$ cat src/rtl/pc_pkg.sv
// Shared constants for the fetch-stage PC unit: default geometry, vectors and
// the next-PC source encoding (also consumed by hazard/debug logic).
package pc_pkg;

   localparam int unsigned PC_WIDTH      = 32;
   localparam logic [31:0] RESET_PC_DEF  = 32'h0000_3000;
   localparam logic [31:0] EXC_VEC_DEF   = 32'h0000_4180;
   localparam int unsigned INC_DEF       = 4;
   localparam int unsigned RAS_DEPTH_DEF = 4;

   // Next-PC source encoding
   localparam int unsigned    SRC_W    = 3;
   localparam logic [SRC_W-1:0] SRC_SEQ  = 3'd0;
   localparam logic [SRC_W-1:0] SRC_BR   = 3'd1;
   localparam logic [SRC_W-1:0] SRC_RET  = 3'd2;
   localparam logic [SRC_W-1:0] SRC_JMP  = 3'd3;
   localparam logic [SRC_W-1:0] SRC_CALL = 3'd4;
   localparam logic [SRC_W-1:0] SRC_ERET = 3'd5;
   localparam logic [SRC_W-1:0] SRC_EXC  = 3'd6;

endpackage

$ cat src/rtl/pc_unit_if.sv
// Fetch-control <-> PC unit bundle.
//  master: redirect requests in, PC/EPC/RAS status back.
//  slave : the PC unit itself.
interface pc_unit_if
   import pc_pkg::*;
#(
   parameter int unsigned WIDTH = PC_WIDTH
);
   logic             en;
   logic             br_taken;
   logic [WIDTH-1:0] br_target;
   logic             jmp;
   logic             call;
   logic [WIDTH-1:0] jmp_target;
   logic             ret;
   logic [WIDTH-1:0] ret_target;
   logic             exc;
   logic             eret;
   logic [WIDTH-1:0] pc;
   logic [WIDTH-1:0] pc_plus;
   logic [WIDTH-1:0] epc;
   logic             ras_empty;
   logic             ras_full;

   modport master (
      output en, br_taken, br_target, jmp, call, jmp_target, ret, ret_target, exc, eret,
      input  pc, pc_plus, epc, ras_empty, ras_full
   );

   modport slave (
      input  en, br_taken, br_target, jmp, call, jmp_target, ret, ret_target, exc, eret,
      output pc, pc_plus, epc, ras_empty, ras_full
   );
endinterface

$ cat src/rtl/ras_stack.sv
// Return-address stack: circular buffer with saturating occupancy count.
// A push when full overwrites the oldest entry. Ports: push/pop strobes
// (push wins if both), push_data, top (most recent entry), registered
// empty/full flags.
module ras_stack #(
   parameter int unsigned WIDTH     = 32,
   parameter int unsigned RAS_DEPTH = 4
) (
   input  logic             clk,
   input  logic             reset_n,
   input  logic             push,
   input  logic             pop,
   input  logic [WIDTH-1:0] push_data,
   output logic [WIDTH-1:0] top,
   output logic             empty,
   output logic             full
);
   localparam int unsigned PW = $clog2(RAS_DEPTH);
   localparam int unsigned CW = PW + 1;

   logic [WIDTH-1:0] mem [RAS_DEPTH];
   logic [PW-1:0]    ptr, ptr_next;
   logic [CW-1:0]    count, count_next;

   // ptr is the next write slot; power-of-2 depth makes wrap free
   always_comb begin
      ptr_next   = ptr;
      count_next = count;
      if (push) begin
         ptr_next = ptr + PW'(1);
         if (count != CW'(RAS_DEPTH)) count_next = count + CW'(1);
      end else if (pop && (count != '0)) begin
         ptr_next   = ptr - PW'(1);
         count_next = count - CW'(1);
      end
   end

   always_ff @(posedge clk or negedge reset_n) begin
      if (!reset_n) begin
         ptr   <= '0;
         count <= '0;
         empty <= 1'b1;
         full  <= 1'b0;
      end else begin
         ptr   <= ptr_next;
         count <= count_next;
         empty <= (count_next == '0);
         full  <= (count_next == CW'(RAS_DEPTH));
      end
   end

   // Storage needs no reset; occupancy gates every read
   always_ff @(posedge clk) begin
      if (push) mem[ptr] <= push_data;
   end

   assign top = mem[ptr - PW'(1)];
endmodule

$ cat src/rtl/pc_unit.sv
// Fetch-stage program counter: prioritised next-PC selection
// (exc > eret > call > jmp > ret > branch > sequential), EPC register and
// return-address stack. Ports: clk, reset_n, bus (pc_unit_if.slave).
module pc_unit
   import pc_pkg::*;
#(
   parameter int unsigned     WIDTH     = PC_WIDTH,
   parameter logic [WIDTH-1:0] RESET_PC = WIDTH'(RESET_PC_DEF),
   parameter logic [WIDTH-1:0] EXC_VEC  = WIDTH'(EXC_VEC_DEF),
   parameter int unsigned     INC       = INC_DEF,
   parameter int unsigned     RAS_DEPTH = RAS_DEPTH_DEF
) (
   input  logic       clk,
   input  logic       reset_n,
   pc_unit_if.slave   bus
);
   logic [WIDTH-1:0] pc_q, epc_q, pc_next, epc_next, pc_plus_c, ras_top;
   logic [SRC_W-1:0] src;
   logic             adv, push, pop, ras_empty, ras_full;

   function automatic logic [WIDTH-1:0] align_word(input logic [WIDTH-1:0] a);
      return {a[WIDTH-1:2], 2'b00};
   endfunction

   assign pc_plus_c = pc_q + WIDTH'(INC);

   // Source arbitration; exc/eret bypass the stall
   always_comb begin
      src = SRC_SEQ;
      adv = 1'b0;
      if (bus.exc) begin
         src = SRC_EXC;
         adv = 1'b1;
      end else if (bus.eret) begin
         src = SRC_ERET;
         adv = 1'b1;
      end else if (bus.en) begin
         adv = 1'b1;
         if      (bus.call)     src = SRC_CALL;
         else if (bus.jmp)      src = SRC_JMP;
         else if (bus.ret)      src = SRC_RET;
         else if (bus.br_taken) src = SRC_BR;
         else                   src = SRC_SEQ;
      end
   end

   // Next-state values for pc/epc and RAS strobes of the winning source
   always_comb begin
      pc_next  = pc_q;
      epc_next = epc_q;
      push     = 1'b0;
      pop      = 1'b0;
      if (adv) begin
         case (src)
            SRC_EXC: begin
               pc_next  = EXC_VEC;
               epc_next = pc_q;
            end
            SRC_ERET: pc_next = epc_q;
            SRC_CALL: begin
               pc_next = align_word(bus.jmp_target);
               push    = 1'b1;
            end
            SRC_JMP:  pc_next = align_word(bus.jmp_target);
            SRC_RET: begin
               if (!ras_empty) begin
                  pc_next = ras_top;
                  pop     = 1'b1;
               end else begin
                  pc_next = align_word(bus.ret_target);
               end
            end
            SRC_BR:   pc_next = align_word(bus.br_target);
            default:  pc_next = pc_plus_c;
         endcase
      end
   end

   always_ff @(posedge clk or negedge reset_n) begin
      if (!reset_n) begin
         pc_q  <= RESET_PC;
         epc_q <= '0;
      end else begin
         pc_q  <= pc_next;
         epc_q <= epc_next;
      end
   end

   ras_stack #(
      .WIDTH     (WIDTH),
      .RAS_DEPTH (RAS_DEPTH)
   ) u_ras (
      .clk       (clk),
      .reset_n   (reset_n),
      .push      (push),
      .pop       (pop),
      .push_data (pc_plus_c),
      .top       (ras_top),
      .empty     (ras_empty),
      .full      (ras_full)
   );

   assign bus.pc        = pc_q;
   assign bus.pc_plus   = pc_plus_c;
   assign bus.epc       = epc_q;
   assign bus.ras_empty = ras_empty;
   assign bus.ras_full  = ras_full;
endmodule

$ cat src/flat_wrapper.sv
// flat-port wrapper written by rule: the top's interface ports become plain ports
module pc_unit_flat import pc_pkg::*;
#(
   parameter int unsigned     WIDTH     = PC_WIDTH,
   parameter logic [WIDTH-1:0] RESET_PC = WIDTH'(RESET_PC_DEF),
   parameter logic [WIDTH-1:0] EXC_VEC  = WIDTH'(EXC_VEC_DEF),
   parameter int unsigned     INC       = INC_DEF,
   parameter int unsigned     RAS_DEPTH = RAS_DEPTH_DEF
)
  (clk, reset_n, bus_en, bus_br_taken, bus_br_target, bus_jmp, bus_call, bus_jmp_target, bus_ret, bus_ret_target, bus_exc, bus_eret, bus_pc, bus_pc_plus, bus_epc, bus_ras_empty, bus_ras_full);
  pc_unit_if #(.WIDTH(WIDTH)) bus_i ();
  input  logic clk;
  input  logic reset_n;
  input wire logic [$bits(bus_i.en)-1:0] bus_en;
  input wire logic [$bits(bus_i.br_taken)-1:0] bus_br_taken;
  input wire logic [$bits(bus_i.br_target)-1:0] bus_br_target;
  input wire logic [$bits(bus_i.jmp)-1:0] bus_jmp;
  input wire logic [$bits(bus_i.call)-1:0] bus_call;
  input wire logic [$bits(bus_i.jmp_target)-1:0] bus_jmp_target;
  input wire logic [$bits(bus_i.ret)-1:0] bus_ret;
  input wire logic [$bits(bus_i.ret_target)-1:0] bus_ret_target;
  input wire logic [$bits(bus_i.exc)-1:0] bus_exc;
  input wire logic [$bits(bus_i.eret)-1:0] bus_eret;
  output wire logic [$bits(bus_i.pc)-1:0] bus_pc;
  output wire logic [$bits(bus_i.pc_plus)-1:0] bus_pc_plus;
  output wire logic [$bits(bus_i.epc)-1:0] bus_epc;
  output wire logic [$bits(bus_i.ras_empty)-1:0] bus_ras_empty;
  output wire logic [$bits(bus_i.ras_full)-1:0] bus_ras_full;
  assign bus_i.en = bus_en;
  assign bus_i.br_taken = bus_br_taken;
  assign bus_i.br_target = bus_br_target;
  assign bus_i.jmp = bus_jmp;
  assign bus_i.call = bus_call;
  assign bus_i.jmp_target = bus_jmp_target;
  assign bus_i.ret = bus_ret;
  assign bus_i.ret_target = bus_ret_target;
  assign bus_i.exc = bus_exc;
  assign bus_i.eret = bus_eret;
  assign bus_pc = bus_i.pc;
  assign bus_pc_plus = bus_i.pc_plus;
  assign bus_epc = bus_i.epc;
  assign bus_ras_empty = bus_i.ras_empty;
  assign bus_ras_full = bus_i.ras_full;
  pc_unit #(.WIDTH(WIDTH), .RESET_PC(RESET_PC), .EXC_VEC(EXC_VEC), .INC(INC), .RAS_DEPTH(RAS_DEPTH)) u_core (.clk(clk), .reset_n(reset_n), .bus(bus_i));
endmodule
$ cat config.mk
export PLATFORM = sky130hd
export DESIGN_NAME = pc_unit_flat
export DESIGN_NICKNAME = d
export VERILOG_FILES = /design/src/rtl/pc_pkg.sv /design/src/rtl/pc_unit_if.sv /design/src/rtl/ras_stack.sv /design/src/rtl/pc_unit.sv /design/src/flat_wrapper.sv
export SDC_FILE = /design/constraint.sdc
export NUM_CORES = 1
export LEC_CHECK = 0
export ABC_AREA = 0
export CORE_MARGIN = 2
export CORE_UTILIZATION = 46
export CTS_CLUSTER_DIAMETER = 30
export CTS_CLUSTER_SIZE = 12
export DETAILED_ROUTE_END_ITERATION = 8
export GPL_ROUTABILITY_DRIVEN = 0
export PLACE_DENSITY = 0.75
export SLEW_MARGIN = 20
export SYNTH_ARGS = -nofsm -noshare
export SYNTH_HDL_FRONTEND = slang
export SYNTH_SLANG_ARGS = --single-unit
$ cat constraint.sdc
create_clock -name clk -period 2.8 [get_ports clk]
set_clock_uncertainty 0.2 [all_clocks]
set_input_delay 0.42 -clock clk [delete_from_list [all_inputs] [get_ports clk]]
set_output_delay 0.42 -clock clk [all_outputs]
set_load 0.1 [all_outputs]
; Word level (Yosys, flattened, before mapping)
; Memory sizes are Yosys's and may differ from the RTL's.
; Cells that the tools add are included.
[totals]
reg_bits = 71
latchBits = 0
mem_bits_rw = 128
rom_bits = 0
inputBits = 105
out_inout_bits = 98
elab_cells = 50
memories = 1
[op_classes]
add_sub_neg = 5
multipliers = 0
n_div = 0
n_lt_le_gt_ge = 0
eq_ne = 8
n_shift = 0
n_mux = 24
bitwise_logic = 0
reduce_logical = 6
[mem_list]
columns = name, depth, word_bits, rd, rd_clocked_by_memory_dff, wr, line_no
row1 = u_core.u_ras.mem, 4, 32, 1, 0, 1, ras_stack.sv:21  ; logic [WIDTH-1:0] mem [RAS_DEPTH];
[op_table]
columns = cell, n
row1 = $pmux W32 S5, 1
row2 = $add A32 B3 Y32 const B, 1
row3 = $mux W32, 1
row4 = $mux W3, 9
row5 = $eq A3 B3 Y1 const B, 4
row6 = $mux W1, 11
row7 = $eq A3 B2 Y1 const B, 2
row8 = $mux W2, 2
row9 = $add A3 B1 Y3 const B, 1
row10 = $eq A3 B1 Y1 const B, 1
row11 = $logic_not A3 Y1, 1
row12 = $ne A3 B3 Y1 const B, 1
row13 = $reduce_bool A3 Y1, 1
row14 = $sub A3 B1 Y3 const B, 1
row15 = $add A2 B1 Y2 const B, 1
row16 = $reduce_and A2 Y1, 1
row17 = $reduce_bool A2 Y1, 1
row18 = $reduce_or A2 Y1, 1
row19 = $sub A2 B1 Y2 const B, 1
row20 = $logic_and A1 B1 Y1, 1

; Logic depth before layout (Yosys ltp)
; Gate-level depths: netlist of the first run.
[depth]
word_depth = 14
mapped_depth = 10
mapped_depth_nobuf = 8

; Hierarchy
; A second synthesis of the first run with hierarchy kept.
[hier_totals]
cells_unflattened = 686
hier_area_um2 = 9603.0
[modules_own_cells]
columns = mod, instances, cells_each, area_per_inst_um2, seq_area_each_um2
row1 = ras_stack, 1, 214, 5099.9, 4020.1
row2 = pc_unit, 1, 472, 4503.1, 1604.0

; Worst setup path after synthesis of the first run
; OpenSTA, ideal clock, no wires.
[synth_path]
kind = register -> register
startpoint = register u_core.pc_q[2], in the netlist u_core.bus.pc[2]
endpoint = memory u_core.u_ras.mem[0][30] (data pin)
setup_ns = 0.506
arrival_time_ns = 3.920
required_time_ns = 2.094
setup_slack_ns = -1.826
path_stages_with_launch = 7
n_path_buf = 1
period_less_slack_ns = 4.626
cell_sequence = dfrtp_1 -> ha_1 -> nand4_1 -> or3_2 -> clkbuf_1 -> nor4_1 -> xor2_1
[synth_via]
elab_chain_len = 1
[synth_lines]
columns = item, line_no
row1 = start: declaration, pc_unit.sv:17  ; logic [WIDTH-1:0] pc_q, epc_q, pc_next, epc_next, pc_plus_c, ras_top;
row2 = start signal: assignment, pc_unit.sv:84  ; pc_q <= pc_next;
row3 = $add A32 B3 Y32, pc_unit.sv:25  ; assign pc_plus_c = pc_q + WIDTH'(INC);
row4 = net bus_pc_plus[30], flat_wrapper.sv:25  ; output wire logic [$bits(bus_i.pc_plus)-1:0] bus_pc_plus;
row5 = end: declaration, ras_stack.sv:21
; The timed path passes the listed nets, and every way through them passes these cells.

; Final worst setup path of the first run
[layout_path]
startpoint = register u_core.pc_q[12], in the netlist u_core.bus.pc[12]
endpoint = output port bus_pc_plus[28]
[layout_via]
elab_chain_len = 1
[layout_lines]
columns = item, line_no
row1 = $add A32 B3 Y32, pc_unit.sv:25
row2 = end: declaration, flat_wrapper.sv:25
; No other way between the ends.

==> metrics.yaml, run 1 <==
n_antenna_cell: 0
vias_per_cell: 5.78
num_rows: 52
drv_cap: 0
grt_pass1_wl_mm: 42.4
violations: "setup timing"
async_flop_share_pct: 35.7
worstPathRequired_ps: 2180
synth_edf_count: 128
hold_viol: 0
setup_viol: 20
core-area_um2: 20200
dr.pass1.iters: 5
syn-instance-count: 666
cts_root_buf: "clkbuf_16"
crit_type: "reg -> out"
cts.sinks: 199
ir_worst_vdd_mv: 0.497
yosys_most_used_dff: "edfxtp_1"
cts_tree: "done"
die_y_um: 147
place_area_um2: 12800
numPortBuffers: 196
antenna_found_initial: 1
die_w_um: 147
hpwlAfterDp_mm: 18.6
fin_area_um2: 13900
ios: 203
worst_slack_ps: -335
cts_made_buffers: 17
fmax_mhz: 319
ys_seq_area_share_pct: 59.8
post-route-util_pct: 68.7
drive_gt1_share_pct: 41.4
arrival_ps: 2520
clk_path_buf_depth: 2
ant_nets: 0
slew_viol_final: 0
fin_crit_sh_pct: 112
die-area_um2: 21600
regArea_um2: 5690
multi_input_area_um2: 4210
ys_types: 60
gr-total-overflow: 0
hp-class: "in -> async"
crit_path_start_kind: "flip-flop"
syn_area_per_cell_um2: 14.1
path_max_fanout: 5
outcome: "finished, violations left"
synth_warnings: 0
dr.first_iter.drc_count: 478
area_growth_pct: 47.2
grt_max_degree: 38
fin_nets: 1051
powerDensity_nw_per_um2: 701
track_usage_pct: 25.9
routed_wl_mm: 27.3
grt_pass1_vias: 7486
p_leak_nw: 5.56
n_fill_cell: 1340
syn_nets: 779
end_kind: "output pin"
avgRoutedWirePerCell_um: 22.4
relSlewSlack_pct: 28.3
yosys_register_bits: 199
path_clk_slew_ps: 70
synth_area_um2: 9410
clk_latency_ps: 430
drc: 0
min_period_ps: 3140
rsz0062_at_grt: "true"
ctsHtreeMaxLevel: 4
vias: 7061
start_util_pct: 46.7
max_slew.worst_pin.slew_ps: 1070
-- through the flow --
stage | power [W] | cells | hold WS (ps) | TNS, ps | setup WS, ps
floorplan | 0.00611 | 666 | -75.6 | -14570 | -476
global placement | 0.00714 | 1149 | 213 | -6.93 | -5.99
detailed placement | 0.00721 | 1149 | 213 | -111 | -31.6
CTS | 0.00974 | 1204 | 299 | -4690 | -380
global route | 0.0101 | 1221 | 336 | -5980 | -411
finish | 0.00972 | 1221 | 282 | -4540 | -335
-- synth_stat cells (8+ instances only) --
cell | number | area, um^2
a21oi_1 | 30 | 150
ha_1 | 8 | 100
nand2_1 | 23 | 86.3
mux4_2 | 32 | 721
xnor2_1 | 12 | 105
a211o_1 | 19 | 166
nor2_1 | 58 | 218
mux2i_1 | 31 | 310
clkbuf_1 | 29 | 109
a221o_1 | 18 | 180
nand3_1 | 11 | 55.1
nor3_1 | 11 | 55.1
mux2_2 | 33 | 372
a221oi_1 | 11 | 96.3
xor2_1 | 17 | 149
edfxtp_1 | 128 | 3840
o21ai_0 | 9 | 45.0
dfrtp_1 | 68 | 1700
nor3b_1 | 22 | 165
inv_1 | 14 | 52.6
-- worst paths after layout --
check | slack, ps | startpoint | cells after the start | to
worst max-delay path | -340 | u_core.bus.pc[12]$_DFFE_PN1N_ | 7 | bus_pc_plus[28]
worst min-delay path | 280 | reset_n | 2 | u_core.bus.pc[16]$_DFFE_PN0N_
worst max register to register | 260 | u_core.bus.pc[12]$_DFFE_PN1N_ | 7 | u_core.bus.pc[31]$_DFFE_PN0N_
worst min register to register | 340 | u_core.bus.epc[1]$_DFFE_PN0P_ | 2 | u_core.bus.pc[1]$_DFFE_PN0P_
max in group asynchronous | 1420 | reset_n | 3 | u_core.u_ras.empty$_DFF_PN1_
min in group clk | 340 | u_core.bus.epc[1]$_DFFE_PN0P_ | 2 | u_core.bus.pc[1]$_DFFE_PN0P_
-- per-layer routing --
layer  vias to the layer above  routed length (um)  global-route usage [%]
met2                       315               13900                    43.9
li1                       3124                   -                       -
met4                         2                 847                    10.8
met5                         -                  17                       0
met1                      3558               10700                    33.1
met3                        62                1810                    4.63
-- layout by cell type (no fill, tap or decap), types with 17 or more instances in the layout --
cell type,instances
clkbuf_16,17
buf_12,36
a21oi_1,30
edfxtp_1,128
dfrtp_1,44
nand2_1,21
clkdlybuf4s50_1,95
mux4_2,32
a221o_1,18
buf_4,155
mux2i_1,31
nor3b_1,22
mux2_2,33
a211o_1,19
nor2_1,49
-- cell families (layout without fill, tap and decap cells) --
group | count (synthesis) | after routing | synth area share [%]
buf+inv | 60 | 345 | 3.02
compound gates | 115 | 115 | 9.19
simple gates | 158 | 158 | 9.20
fa+ha+maj | 8 | 8 | 1.06
flops | 199 | 199 | 59.8
mux | 96 | 96 | 14.9
xor+xnor | 30 | 30 | 2.87
-- sequential cells by signal (all words and copies together), names as in the netlist --
signal and count:
u_core.u_ras.count 3, u_core.bus.pc 32, u_core.u_ras.empty 1, u_core.u_ras.ptr 2, u_core.u_ras.mem 128, u_core.bus.epc 32, u_core.u_ras.full 1
-- layout make-up --
cell class,count,area share [%]
Clock buffer,19,3.12
Clock inverter,13,1.22
Inverter,14,0.379
Multi-Input combinational cell,407,30.4
Sequential cell,199,41.0
Tap cell,270,2.44
Timing Repair Buffer,299,21.4
-- where the power goes --
part / internal, W / leakage (nW) / total, W / switching [W]
logic: 0.00147 / 3.22 / 0.00366 / 0.00218
clock network: 0.00142 / 0.283 / 0.00251 / 0.00109
registers: 0.00335 / 2.07 / 0.00356 / 0.000208
-- worst max-delay path, cell delays in order (launching register included) --
cell     delay, ps
dfstp_4        630
nand2_4         50
buf_4          130
or3_4          450
buf_6          150
nor3_4         260
xor2_4         210
buf_12         200
-- timing repair --
item | 4_1_cts | 5_1_grt
setup buffers | 22 | 18
setup endpoints to repair | 21 | 24
pin swaps | 17 | 11
hold buffers | 1 | 0
resized for setup | 26 | 8
endpoints found under the hold margin | 27 | 0
(Power assumes the default switching activity.)
==> inputs of run 2 (changes only) <==
--- a/config.mk
+++ b/config.mk
@@ -6,6 +6,7 @@
 export NUM_CORES = 1
 export LEC_CHECK = 0
 export ABC_AREA = 0
+export CORE_ASPECT_RATIO = 0.75
 export CORE_MARGIN = 2
 export CORE_UTILIZATION = 46
 export CTS_CLUSTER_DIAMETER = 30
==> metrics.yaml, run 2 (synthesis gave the netlist of run 1 again) <==
track_usage_pct: 26.9
gr-total-overflow: 0
area_growth_pct: 46.6
fin_nets: 1046
largest_reg_flops: 128
cts_made_buffers: 17
worstPathRequired_ps: 2180
p_leak_nw: 5.55
routed_wl_mm: 28.7
grt_max_degree: 36
relSlewSlack_pct: 60.6
dr.pass1.iters: 5
antenna_found_initial: 0
cts.sinks: 199
die-area_um2: 21600
cts_root_buf: "clkbuf_16"
clk_latency_ps: 440
crit_type: "reg -> out"
fmax_mhz: 319
n_fill_cell: 1335
total_power_w: 0.00958
num_rows: 45
drv_cap: 0
rsz0062_at_grt: "true"
die_y_um: 128
crit_path_start_kind: "flip-flop"
die_w_um: 169
slowest_delay_ps: 640
worst_slack_ps: -331
arrival_ps: 2510
min_period_ps: 3130
grt_pass1_wl_mm: 43.2
pre_cts_ws_ps: 42.3
vias_per_cell: 5.99
grt_pass1_vias: 7363
clk_path_buf_depth: 2
numPortBuffers: 196
regMostFlops: "u_core.u_ras.mem"
avgRoutedWirePerCell_um: 23.9
path_clk_slew_ps: 70
final_common_cell: "buf_4"
vias: 7211
hold_viol: 0
hp-class: "in -> async"
drc: 0
powerDensity_nw_per_um2: 694
fin_crit_sh_pct: 112
setup_viol: 21
crit_slowest_cell: "dfstp_4"
dr.first_iter.drc_count: 619
violations: "setup timing"
outcome: "finished, violations left"
ctsHtreeMaxLevel: 4
ant_nets: 0
hpwlAfterDp_mm: 19.0
final_cell_mix: "buf_4, edfxtp_1, clkdlybuf4s50_1"
n_antenna_cell: 0
cts_tree: "done"
ir_worst_vdd_mv: 0.397
setup_tns_ps: -4660
end_kind: "output pin"
cp_cell_sequence: "nand2_4 > or4_4 > buf_6 > nor4_4 > xor2_4 > buf_12"
slew_viol_final: 0
core-area_um2: 20200
path_max_fanout: 5
ios: 203
start_util_pct: 46.7
max_slew.worst_pin.slew_ps: 576
drive_gt1_share_pct: 41.4
-- run 2: cell count changes in the layout (fill, tap and decap cells not counted), sizes merged --
cell      delta
clkinvlp     -1
buf          -5
clkbuf       -1
bufinv       -3
inv          +3
clkinv       +2
-- run 2: critical path: cells and delay by family (launching register included) --
kind          cells  cell delay, ps
simple gates      3             810
xor+xnor          1             240
buf+inv           2             380
flops             1             640
-- run 2: path summary, 6_finish.rpt --
check	to	start	slack [ps]	cells past startpoint
worst max-delay path	bus_pc_plus[25]	u_core.bus.pc[12]$_DFFE_PN1N_	-330	6
worst min-delay path	u_core.bus.pc[22]$_DFFE_PN0N_	reset_n	290	2
worst max register to register	u_core.bus.pc[25]$_DFFE_PN0N_	u_core.bus.pc[12]$_DFFE_PN1N_	230	7
worst min register to register	u_core.bus.pc[0]$_DFFE_PN0P_	u_core.bus.epc[0]$_DFFE_PN0P_	340	2
max in group asynchronous	u_core.bus.pc[7]$_DFFE_PN0N_	reset_n	1480	3
min in group clk	u_core.bus.pc[0]$_DFFE_PN0P_	u_core.bus.epc[0]$_DFFE_PN0P_	340	2
-- run 2: cell type report --
type,instances,area [um^2],share of cell area [%]
sequential,199,5690,41.2
multi-input combinational,407,4230,30.7
timing repair buffer,294,2940,21.3
clock buffer,18,429,3.11
tap,258,323,2.34
clock inverter,14,138,0.997
inverter,14,52.6,0.381
-- run 2: repair_timing --
| action | in CTS | in global routing |
|---|---|---|
| hold buffers | 1 | 0 |
| setup buffers | 25 | 15 |
| resized for setup | 24 | 10 |
| endpoints found under the setup margin | 21 | 24 |
| endpoints found under the hold margin | 27 | 0 |
| pin swaps | 18 | 18 |
-- run 2: routing by layer --
metal / global-route usage (%) / share of wire, % / vias up / routed length, um
li1: - / - / 3102 / -
met5: 0 / 0 / - / 0
met2: 42.1 / 47 / 463 / 13500
met4: 6.08 / 1.0 / 0 / 292
met1: 38.7 / 41 / 3621 / 11900
met3: 6.51 / 11 / 25 / 3070
-- run 2: stage by stage --
step / std cells / utilization [%] / hold slack [ps] / area [um^2]
after global placement: 1132 / 63.2 / 208 / 12700
final: 1204 / 68.5 / 291 / 13800
after global routing: 1204 / 68.5 / 335 / 13800
after floorplan: 666 / - / -75.6 / 10000
after CTS: 1189 / 67.5 / 314 / 13600
after detailed placement: 1132 / 63.2 / 223 / 12700
-- run 2: power breakdown --
| part | switching, W | internal (W) | total [W] |
|---|---|---|---|
| logic | 0.00224 | 0.00145 | 0.00368 |
| clock network | 0.00120 | 0.00118 | 0.00238 |
| registers | 0.000171 | 0.00335 | 0.00352 |
